**config.mk**
```make
export PLATFORM = sky130hd
export DESIGN_NAME = osd_dem_uart_bb_fifo_flat
export DESIGN_NICKNAME = d
export VERILOG_FILES = /design/src/rtl/osd_dem_uart_bb_fifo_pkg.sv /design/src/rtl/osd_dem_uart_bb_fifo_if.sv /design/src/rtl/osd_dem_uart_fifo.sv /design/src/rtl/osd_dem_uart_bb_fifo.sv /design/src/flat_wrapper.sv
export SDC_FILE = /design/constraint.sdc
export NUM_CORES = 1
export LEC_CHECK = 0
export BUFFER_PORTS_ARGS = -buffer_cell sky130_fd_sc_hd__buf_2
export CAP_MARGIN = 20
export CORE_UTILIZATION = 40
export DETAILED_ROUTE_END_ITERATION = 12
export PLACE_DENSITY_LB_ADDON = 0.12
export SKIP_CTS_REPAIR_TIMING = 1
export SYNTH_ARGS = -nofsm -noshare
export SYNTH_HDL_FRONTEND = slang
export SYNTH_SLANG_ARGS = --single-unit
export TNS_END_PERCENT = 30
```
**constraint.sdc**
```tcl
create_clock -name clk -period 9.9 [get_ports clk]
set_input_delay 1.98 -clock clk [delete_from_list [all_inputs] [get_ports clk]]
set_output_delay 1.98 -clock clk [all_outputs]
set_load 0.1 [all_outputs]
```
**src/rtl/osd_dem_uart_bb_fifo_pkg.sv**
```systemverilog
// Shared constants for the bus-bridge UART front end: register addresses,
// register bit positions and a small helper for deriving count widths.
package dem_uart_package;

  // Word addresses on the block bus
  localparam logic [3:0] ADDR_DATA       = 4'h0;
  localparam logic [3:0] ADDR_STATUS     = 4'h1;
  localparam logic [3:0] ADDR_CTRL       = 4'h2;
  localparam logic [3:0] ADDR_IRQ_STATUS = 4'h3;

  // DATA read layout
  localparam int DATA_VALID_BIT = 8;

  // STATUS layout
  localparam int STATUS_TX_FULL      = 12;
  localparam int STATUS_RX_EMPTY     = 13;
  localparam int STATUS_RX_COUNT_LSB = 16;

  // CTRL layout
  localparam int CTRL_IRQ_EN_LSB = 8;
  localparam int CTRL_IRQ_EN_MSB = 10;
  localparam int CTRL_FLUSH_TX   = 16;
  localparam int CTRL_FLUSH_RX   = 17;

  // IRQ_STATUS / irq_en bit indices
  localparam int IRQ_RX_LEVEL = 0;
  localparam int IRQ_TX_EMPTY = 1;
  localparam int IRQ_TX_OVF   = 2;

  function automatic int max_int(input int a, input int b);
    return (a > b) ? a : b;
  endfunction

endpackage

```
**src/rtl/osd_dem_uart_bb_fifo_if.sv**
```systemverilog
// Single-cycle block bus between the CPU side and the UART front end.
//   bb_addr_i : word register address
//   bb_din_i  : write data
//   bb_en_i   : access strobe, one access per cycle
//   bb_we_i   : 1 = write, 0 = read
//   bb_dout_o : registered read data
// master = CPU side, slave = UART front end.
interface osd_dem_uart_bb_fifo_if #(
  parameter int DW = 32
);
  logic [3:0]    bb_addr_i;
  logic [DW-1:0] bb_din_i;
  logic          bb_en_i;
  logic          bb_we_i;
  logic [DW-1:0] bb_dout_o;

  modport master (
    output bb_addr_i, bb_din_i, bb_en_i, bb_we_i,
    input  bb_dout_o
  );

  modport slave (
    input  bb_addr_i, bb_din_i, bb_en_i, bb_we_i,
    output bb_dout_o
  );
endinterface

```
**src/rtl/osd_dem_uart_fifo.sv**
```systemverilog
// Show-ahead synchronous FIFO used for both the TX and RX byte queues.
//   clk, rst : clock, synchronous active-low reset
//   push     : write din (ignored while full)
//   pop      : drop the head entry (ignored while empty)
//   flush    : empty the FIFO on the next edge; overrides push/pop
//   din      : write data
//   dout     : current head entry (valid while !empty)
//   count    : number of stored entries
//   full     : count == DEPTH
//   empty    : count == 0
module osd_dem_uart_fifo #(
  parameter int WIDTH = 8,
  parameter int DEPTH = 16
) (
  input  logic                   clk,
  input  logic                   rst,
  input  logic                   push,
  input  logic                   pop,
  input  logic                   flush,
  input  logic [WIDTH-1:0]       din,
  output logic [WIDTH-1:0]       dout,
  output logic [$clog2(DEPTH):0] count,
  output logic                   full,
  output logic                   empty
);

  localparam int AW = $clog2(DEPTH);
  localparam int CW = AW + 1;

  logic [WIDTH-1:0] mem [DEPTH];
  logic [AW-1:0]    wr_ptr;
  logic [AW-1:0]    rd_ptr;
  logic             push_ok;
  logic             pop_ok;

  assign full    = (count == CW'(DEPTH));
  assign empty   = (count == '0);
  // Gating uses the registered count, so a push into a full FIFO is
  // rejected even if a pop frees a slot on the same edge.
  assign push_ok = push && !full;
  assign pop_ok  = pop && !empty;
  assign dout    = mem[rd_ptr];

  always_ff @(posedge clk) begin
    if (!rst || flush) begin
      wr_ptr <= '0;
      rd_ptr <= '0;
      count  <= '0;
    end else begin
      if (push_ok) wr_ptr <= wr_ptr + 1'b1;
      if (pop_ok)  rd_ptr <= rd_ptr + 1'b1;
      case ({push_ok, pop_ok})
        2'b10:   count <= count + 1'b1;
        2'b01:   count <= count - 1'b1;
        default: count <= count;
      endcase
    end
  end

  // Storage is not reset; stale entries are unreachable once pointers clear.
  always_ff @(posedge clk) begin
    if (push_ok) mem[wr_ptr] <= din;
  end

endmodule

```
**src/rtl/osd_dem_uart_bb_fifo.sv**
```systemverilog
// Bus-bridge UART front end: CPU-side register set (DATA, STATUS, CTRL,
// IRQ_STATUS) over TX/RX byte FIFOs feeding the emulated UART character
// stream.
//   clk, rst   : clock, synchronous active-low reset
//   bb         : block bus slave (address, write data, strobe, we, read data)
//   out_valid  : TX byte available (suppressed while drop)
//   out_char   : TX FIFO head
//   out_ready  : emulator accepts the TX byte
//   in_valid   : RX byte offered by the emulator
//   in_char    : RX byte
//   in_ready   : RX FIFO can accept
//   drop       : host detached; TX bytes are drained and discarded
//   irq        : registered level interrupt
module osd_dem_uart_bb_fifo
  import dem_uart_package::*;
#(
  parameter int DW       = 32,
  parameter int TX_DEPTH = 16,
  parameter int RX_DEPTH = 16
) (
  input  logic                     clk,
  input  logic                     rst,
  osd_dem_uart_bb_fifo_if.slave    bb,
  output logic                     out_valid,
  output logic [7:0]               out_char,
  input  logic                     out_ready,
  input  logic                     in_valid,
  input  logic [7:0]               in_char,
  output logic                     in_ready,
  input  logic                     drop,
  output logic                     irq
);

  localparam int CW  = $clog2(max_int(TX_DEPTH, RX_DEPTH)) + 1;
  localparam int TCW = $clog2(TX_DEPTH) + 1;
  localparam int RCW = $clog2(RX_DEPTH) + 1;

  logic [TCW-1:0] tx_count;
  logic [RCW-1:0] rx_count;
  logic           tx_full, tx_empty, rx_full, rx_empty;
  logic [7:0]     rx_dout;

  logic [CW-1:0]  rx_thresh;
  logic [2:0]     irq_en;
  logic           tx_ovf;
  logic           alive;

  logic           wr, rd;
  logic           wr_data, wr_ctrl, wr_irq, rd_data;
  logic           tx_push, tx_pop, tx_flush;
  logic           rx_push, rx_pop, rx_flush;
  logic           rx_level;
  logic [2:0]     irq_stat;
  logic [DW-1:0]  rdata;
  logic           unused_din;

  assign unused_din = ^bb.bb_din_i;

  assign wr      = bb.bb_en_i && bb.bb_we_i;
  assign rd      = bb.bb_en_i && !bb.bb_we_i;
  assign wr_data = wr && (bb.bb_addr_i == ADDR_DATA);
  assign wr_ctrl = wr && (bb.bb_addr_i == ADDR_CTRL);
  assign wr_irq  = wr && (bb.bb_addr_i == ADDR_IRQ_STATUS);
  assign rd_data = rd && (bb.bb_addr_i == ADDR_DATA);

  assign tx_push  = wr_data;
  // While dropped, the head is drained every cycle regardless of out_ready.
  assign tx_pop   = !tx_empty && (drop || out_ready);
  assign tx_flush = wr_ctrl && bb.bb_din_i[CTRL_FLUSH_TX];

  assign rx_push  = in_valid && in_ready;
  assign rx_pop   = rd_data;
  assign rx_flush = wr_ctrl && bb.bb_din_i[CTRL_FLUSH_RX];

  assign out_valid = !tx_empty && !drop;
  // alive keeps in_ready low until the first edge out of reset.
  assign in_ready  = rst && alive && !rx_full;

  osd_dem_uart_fifo #(.WIDTH(8), .DEPTH(TX_DEPTH)) u_tx_fifo (
    .clk   (clk),
    .rst   (rst),
    .push  (tx_push),
    .pop   (tx_pop),
    .flush (tx_flush),
    .din   (bb.bb_din_i[7:0]),
    .dout  (out_char),
    .count (tx_count),
    .full  (tx_full),
    .empty (tx_empty)
  );

  osd_dem_uart_fifo #(.WIDTH(8), .DEPTH(RX_DEPTH)) u_rx_fifo (
    .clk   (clk),
    .rst   (rst),
    .push  (rx_push),
    .pop   (rx_pop),
    .flush (rx_flush),
    .din   (in_char),
    .dout  (rx_dout),
    .count (rx_count),
    .full  (rx_full),
    .empty (rx_empty)
  );

  assign rx_level = (CW'(rx_count) >= rx_thresh);

  always_comb begin
    irq_stat               = '0;
    irq_stat[IRQ_RX_LEVEL] = rx_level;
    irq_stat[IRQ_TX_EMPTY] = tx_empty;
    irq_stat[IRQ_TX_OVF]   = tx_ovf;
  end

  always_comb begin
    rdata = '0;
    case (bb.bb_addr_i)
      ADDR_DATA: begin
        if (!rx_empty) begin
          rdata[7:0]            = rx_dout;
          rdata[DATA_VALID_BIT] = 1'b1;
        end
      end
      ADDR_STATUS: begin
        rdata[CW-1:0]                         = CW'(tx_count);
        rdata[STATUS_RX_COUNT_LSB +: CW]      = CW'(rx_count);
        rdata[STATUS_TX_FULL]                 = tx_full;
        rdata[STATUS_RX_EMPTY]                = rx_empty;
      end
      ADDR_CTRL: begin
        rdata[CW-1:0]                         = rx_thresh;
        rdata[CTRL_IRQ_EN_MSB:CTRL_IRQ_EN_LSB] = irq_en;
      end
      ADDR_IRQ_STATUS: begin
        rdata[2:0] = irq_stat;
      end
      default: rdata = '0;
    endcase
  end

  always_ff @(posedge clk) begin
    if (!rst) begin
      rx_thresh    <= CW'(1);
      irq_en       <= '0;
      tx_ovf       <= 1'b0;
      alive        <= 1'b0;
      irq          <= 1'b0;
      bb.bb_dout_o <= '0;
    end else begin
      alive <= 1'b1;
      if (wr_ctrl) begin
        rx_thresh <= bb.bb_din_i[CW-1:0];
        irq_en    <= bb.bb_din_i[CTRL_IRQ_EN_MSB:CTRL_IRQ_EN_LSB];
      end
      // A new overflow beats a write-1-to-clear on the same edge.
      if (wr_data && tx_full)
        tx_ovf <= 1'b1;
      else if (wr_irq && bb.bb_din_i[IRQ_TX_OVF])
        tx_ovf <= 1'b0;
      irq <= |(irq_stat & irq_en);
      if (rd) bb.bb_dout_o <= rdata;
    end
  end

endmodule

```
**src/flat_wrapper.sv**
```systemverilog
// flat-port wrapper written by rule: the top's interface ports become plain ports
module osd_dem_uart_bb_fifo_flat import dem_uart_package::*;
#(
  parameter int DW       = 32,
  parameter int TX_DEPTH = 16,
  parameter int RX_DEPTH = 16
)
  (clk, rst, out_valid, out_char, out_ready, in_valid, in_char, in_ready, drop, irq, bb_bb_addr_i, bb_bb_din_i, bb_bb_en_i, bb_bb_we_i, bb_bb_dout_o);
  osd_dem_uart_bb_fifo_if #(.DW(DW)) bb_i ();
  input  logic clk;
  input  logic rst;
  output logic out_valid;
  output logic [7:0] out_char;
  input  logic out_ready;
  input  logic in_valid;
  input  logic [7:0] in_char;
  output logic in_ready;
  input  logic drop;
  output logic irq;
  input wire logic [$bits(bb_i.bb_addr_i)-1:0] bb_bb_addr_i;
  input wire logic [$bits(bb_i.bb_din_i)-1:0] bb_bb_din_i;
  input wire logic [$bits(bb_i.bb_en_i)-1:0] bb_bb_en_i;
  input wire logic [$bits(bb_i.bb_we_i)-1:0] bb_bb_we_i;
  output wire logic [$bits(bb_i.bb_dout_o)-1:0] bb_bb_dout_o;
  assign bb_i.bb_addr_i = bb_bb_addr_i;
  assign bb_i.bb_din_i = bb_bb_din_i;
  assign bb_i.bb_en_i = bb_bb_en_i;
  assign bb_i.bb_we_i = bb_bb_we_i;
  assign bb_bb_dout_o = bb_i.bb_dout_o;
  osd_dem_uart_bb_fifo #(.DW(DW), .TX_DEPTH(TX_DEPTH), .RX_DEPTH(RX_DEPTH)) u_core (.clk(clk), .rst(rst), .bb(bb_i), .out_valid(out_valid), .out_char(out_char), .out_ready(out_ready), .in_valid(in_valid), .in_char(in_char), .in_ready(in_ready), .drop(drop), .irq(irq));
endmodule
```
==> summary.md <==
The number of cells on the worst hold path is 2, and the number of hold violations in the final report is 0. The layout net count is 932, and the warning count from the yosys run is 0. For this configuration, the core starts out at a cell density of 40.9%.

Type of the worst min-delay path: reg2reg. In this run the cell area of the synthesized design comes to 13,000 sq um. After legalization and detailed placement, the total HPWL measured 17,400 um.

In this run, synthesis produced a sequential element count of 319. The endpoint of the worst hold path is u_core.bb.bb_dout_o[9]$_SDFFE_PN0P_. Root buffer selected by CTS: sky130_fd_sc_hd__clkbuf_16. The startpoint of the lowest-slack register-to-register path was u_core.u_rx_fifo.count[1]$_SDFFE_PP0P_. The tools report the number of antenna violations at the first check in global routing as 0.

The critical path is of the in2out type. Clock-pin slew was measured on the worst setup and hold paths at 0.06 ns. Measured against its own limit, the worst slew margin works out to 24.8%.

The commonest cells after synthesis are sky130_fd_sc_hd__edfxtp_1 (256), sky130_fd_sc_hd__mux4_2 (72), sky130_fd_sc_hd__nor2_1 (69), sky130_fd_sc_hd__dfxtp_1 (63), sky130_fd_sc_hd__nand2_1 (46). Combined area of the multi-input logic cells: 3720 sq um. In the final layout, flip-flops and latches occupy 8950 sq um.

Among all flip-flop cells after synthesis, the most frequent one is sky130_fd_sc_hd__edfxtp_1. The total DRC errors in the routed layout came out at 0. The synthesized-area fraction occupied by xor and xnor cells came out at 1.22%. The per-cell routed wire length came out at 20.6 um.

For the final routed database, the setup TNS stands at 0 ns. TritonCTS built the clock tree. At the worst endpoint, the required time is 7.92 ns.

The share of post-route cells with drive strength above 1 is 24.5%, and the arrival time at the worst endpoint is 2.92 ns. The worst setup path is captured at an output port. The region available for standard cell placement spans 31,700 sq um. In this run the static leakage power is 4.90 nW. The finished layout holds 1,285 standard cells, fillers aside.

The worst reg-to-reg path cell count is 12, and the mean instance size in the synthesized netlist is 16.5 sq um. Sequential cells were found to cover 69.0% of the synthesized design area. After detailed routing, the number of vias per cell comes to 5.31. The final clock skew is 0.0135 ns. Mux contribution to synthesized area: 14.3%. In this run the worst path has a maximum fanout of 13. Port buffering added 60 buffers. For this block, the via count after detailed routing is 6,827. The fraction of registers with async set or reset after synthesis is 0%.

The number of flops mapped to enable cells by yosys works out to 256. In the post-synthesis netlist, the cell with the most instances is sky130_fd_sc_hd__edfxtp_1. Max-cap violations in this run came to 0. The final count of negative-setup-slack endpoints is 0, and the fraction of the mapped netlist area in adder cells is 2.37%. The final antenna diode count came out at 0. The clock passes through at most 3 buffers. Synthesis instantiated 57 different standard cells from the library. The tools report the number of optimization iterations in the first detailed-route pass as 4. The power density over the cells came out at 228 nW/um^2. By area, the combinational part of the netlist is dominated by multiplexers. Setup repair after global routing left no endpoint under its margin. The die covers 33,200 sq um. By area the synthesized netlist is led by sky130_fd_sc_hd__edfxtp_1 (59%), sky130_fd_sc_hd__mux4_2 (13%), sky130_fd_sc_hd__dfxtp_1 (9.7%). The worst-case IR drop observed on VDD is 0.147 mV.

The number of sinks on the clock net was 319; the overall routing resource usage was 16.2%. The pin count of the biggest net entering global routing is 33. The beginning of the worst hold path was u_core.bb.bb_dout_o[9]$_SDFFE_PN0P_. The H-tree generated during clock tree synthesis spans 2 levels. The worst register-to-register path ends at u_core.u_rx_fifo.count[4]$_SDFFE_PP0P_. For the final number of max-transition violations, the log shows 0. The logs give 0 for the antenna violation net count after detailed routing and 35 for the number of buffers added by the clock tree synthesis step. For the total wire length after detailed routing, the log shows 26,400 um.

The run finished with clean final reports. At the later pin of the worst-skew pair, clock insertion delay measures 0.50 ns. In this run the register-to-register setup slack is 6.57 ns. Including well taps, the total number of placed cells is 1,219.

The vertical die dimension was 182 um. Timing would allow up to 204 MHz. The post-layout minimum cycle time was 4.90 ns; the simple-gate portion of the synthesized area was 6.21%. The number of placement rows was 65.

STA classifies the critical path startpoint as a primary input. The area fraction in compound gates after synthesis was 4.12%; the count of boundary I/O pins was 94. The detailed router finished its first iteration with 537 violations. Synthesis produced a netlist whose cell count is 786. The number of filler cells placed in the layout was 2,745. The worst path uses 49.4% of the clock period.

For the via count of the first global-routing pass, the log shows 7,012. Global routing finished with a remaining overflow of 0. The cell type with the highest aggregate area in the netlist was sky130_fd_sc_hd__edfxtp_1.

The congestion estimate from routability-driven global placement came to 0.799. After synthesis, the largest area contributor takes up 59.3% of total cell area. From synthesis to final layout, the design area changed by 14.6%. The pin slew with the least headroom to its limit was 1.12 ns. The wire length of the first global-routing pass is 40,600 um, and the horizontal die dimension is 182 um.
[registers in the layout, indices dropped and copies added (netlist names), named ones only]
signal / flops
u_core.u_tx_fifo.rd_ptr: 4
u_core.u_tx_fifo.count: 5
u_core.bb.bb_dout_o: 18
u_core.u_rx_fifo.wr_ptr: 4
u_core.u_rx_fifo.rd_ptr: 4
u_core.u_rx_fifo.count: 5
u_core.u_rx_fifo.mem: 128
u_core.tx_ovf: 1
u_core.rx_thresh: 5
u_core.irq: 1
u_core.irq_en: 3
u_core.u_tx_fifo.wr_ptr: 4
u_core.u_tx_fifo.mem: 128
u_core.alive: 1
[worst max-delay path, cell delays in order]
cell and delay [ns]:
sky130_fd_sc_hd__buf_2 0.24, sky130_fd_sc_hd__nand2_1 0.12, sky130_fd_sc_hd__a21oi_1 0.12, sky130_fd_sc_hd__buf_2 0.44
[layout by cell type, fill, tap and decap left out, types with 3 or more instances in the layout]
cell	netlist	layout
sky130_fd_sc_hd__dfxtp_1	63	62
sky130_fd_sc_hd__mux2i_1	14	14
sky130_fd_sc_hd__mux4_2	72	72
sky130_fd_sc_hd__nand3_1	10	10
sky130_fd_sc_hd__xnor2_1	7	7
sky130_fd_sc_hd__a22o_1	3	3
sky130_fd_sc_hd__ha_1	23	23
sky130_fd_sc_hd__edfxtp_1	256	256
sky130_fd_sc_hd__nand2_1	46	46
sky130_fd_sc_hd__buf_4	14	10
sky130_fd_sc_hd__nor2_1	69	69
sky130_fd_sc_hd__nand4_1	5	5
sky130_fd_sc_hd__and2_1	5	5
sky130_fd_sc_hd__a22oi_1	7	7
sky130_fd_sc_hd__nor2b_1	4	4
sky130_fd_sc_hd__or3_1	3	3
sky130_fd_sc_hd__o211ai_1	3	3
sky130_fd_sc_hd__nor3_2	0	3
sky130_fd_sc_hd__o21ai_0	11	11
sky130_fd_sc_hd__clkbuf_16	0	37
sky130_fd_sc_hd__a21oi_1	35	35
sky130_fd_sc_hd__conb_1	1	14
sky130_fd_sc_hd__xor2_1	11	11
sky130_fd_sc_hd__buf_2	15	60
sky130_fd_sc_hd__clkbuf_1	13	9
sky130_fd_sc_hd__nor3_1	10	7
sky130_fd_sc_hd__inv_1	22	22
sky130_fd_sc_hd__bufinv_16	0	5
sky130_fd_sc_hd__clkinv_1	0	6
sky130_fd_sc_hd__a21o_1	3	3
sky130_fd_sc_hd__clkinv_2	1	6
sky130_fd_sc_hd__mux2_2	8	8
sky130_fd_sc_hd__nand2b_1	8	8
sky130_fd_sc_hd__and3_1	3	3
[metal layers]
layer | wire length (um) | vias to the layer above | global-route usage [%]
met5 | 0 | - | 0
met4 | 773 | 0 | 5.82
li1 | - | 3153 | -
met1 | 11200 | 3441 | 20.7
met3 | 1080 | 54 | 2.63
met2 | 13300 | 179 | 28.0
[power breakdown]
part	internal [W]	leakage (nW)	switching [W]
sequential	0.00147	2.81	0.0000273
combinational	0.000206	1.52	0.000372
clock	0.000819	0.573	0.000494
[through the flow]
step                      total power, W  worst slack [ns]  utilization (%)  hold slack [ns]  cell area (sq um)
final                            0.00339              5.00             46.9            0.456              14900
after global routing             0.00351              4.94             46.9            0.477              14900
after CTS                        0.00342              5.00             46.7            0.456              14800
after detailed placement         0.00211              4.93             43.0            0.448              13600
after global placement           0.00209              5.01             43.0            0.441              13600
after floorplan                  0.00199              4.41                -            0.449              13000
[final cells by class]
type | count | share of cell area (%)
Timing Repair Buffer | 73 | 2.86
Clock inverter | 16 | 1.33
Multi-Input combinational cell | 405 | 25.1
Clock buffer | 47 | 6.55
Tap cell | 402 | 3.38
Inverter | 23 | 0.589
Sequential cell | 319 | 60.2
[cell families (layout without fill, tap and decap cells)]
kind of cell	count (synthesis)	in the layout
compound gates	81	81
xor+xnor	18	18
fa+ha+maj	24	24
buf+inv	75	159
flops	319	319
mux	94	94
other cells	1	14
simple gates	174	174
[how the worst max path moves through the flow]
stage / startpoint / endpoint / cells after the start
after floorplan: rst / in_ready / 2
after global placement: bb_bb_addr_i[0] / u_core.u_tx_fifo.count[4]$_SDFFE_PP0P_ / 11
after detailed placement: bb_bb_addr_i[0] / u_core.u_tx_fifo.count[4]$_SDFFE_PP0P_ / 11
after CTS: rst / in_ready / 4
after global routing: rst / in_ready / 4
final: rst / in_ready / 4
Power figures use the tool's default switching activity.
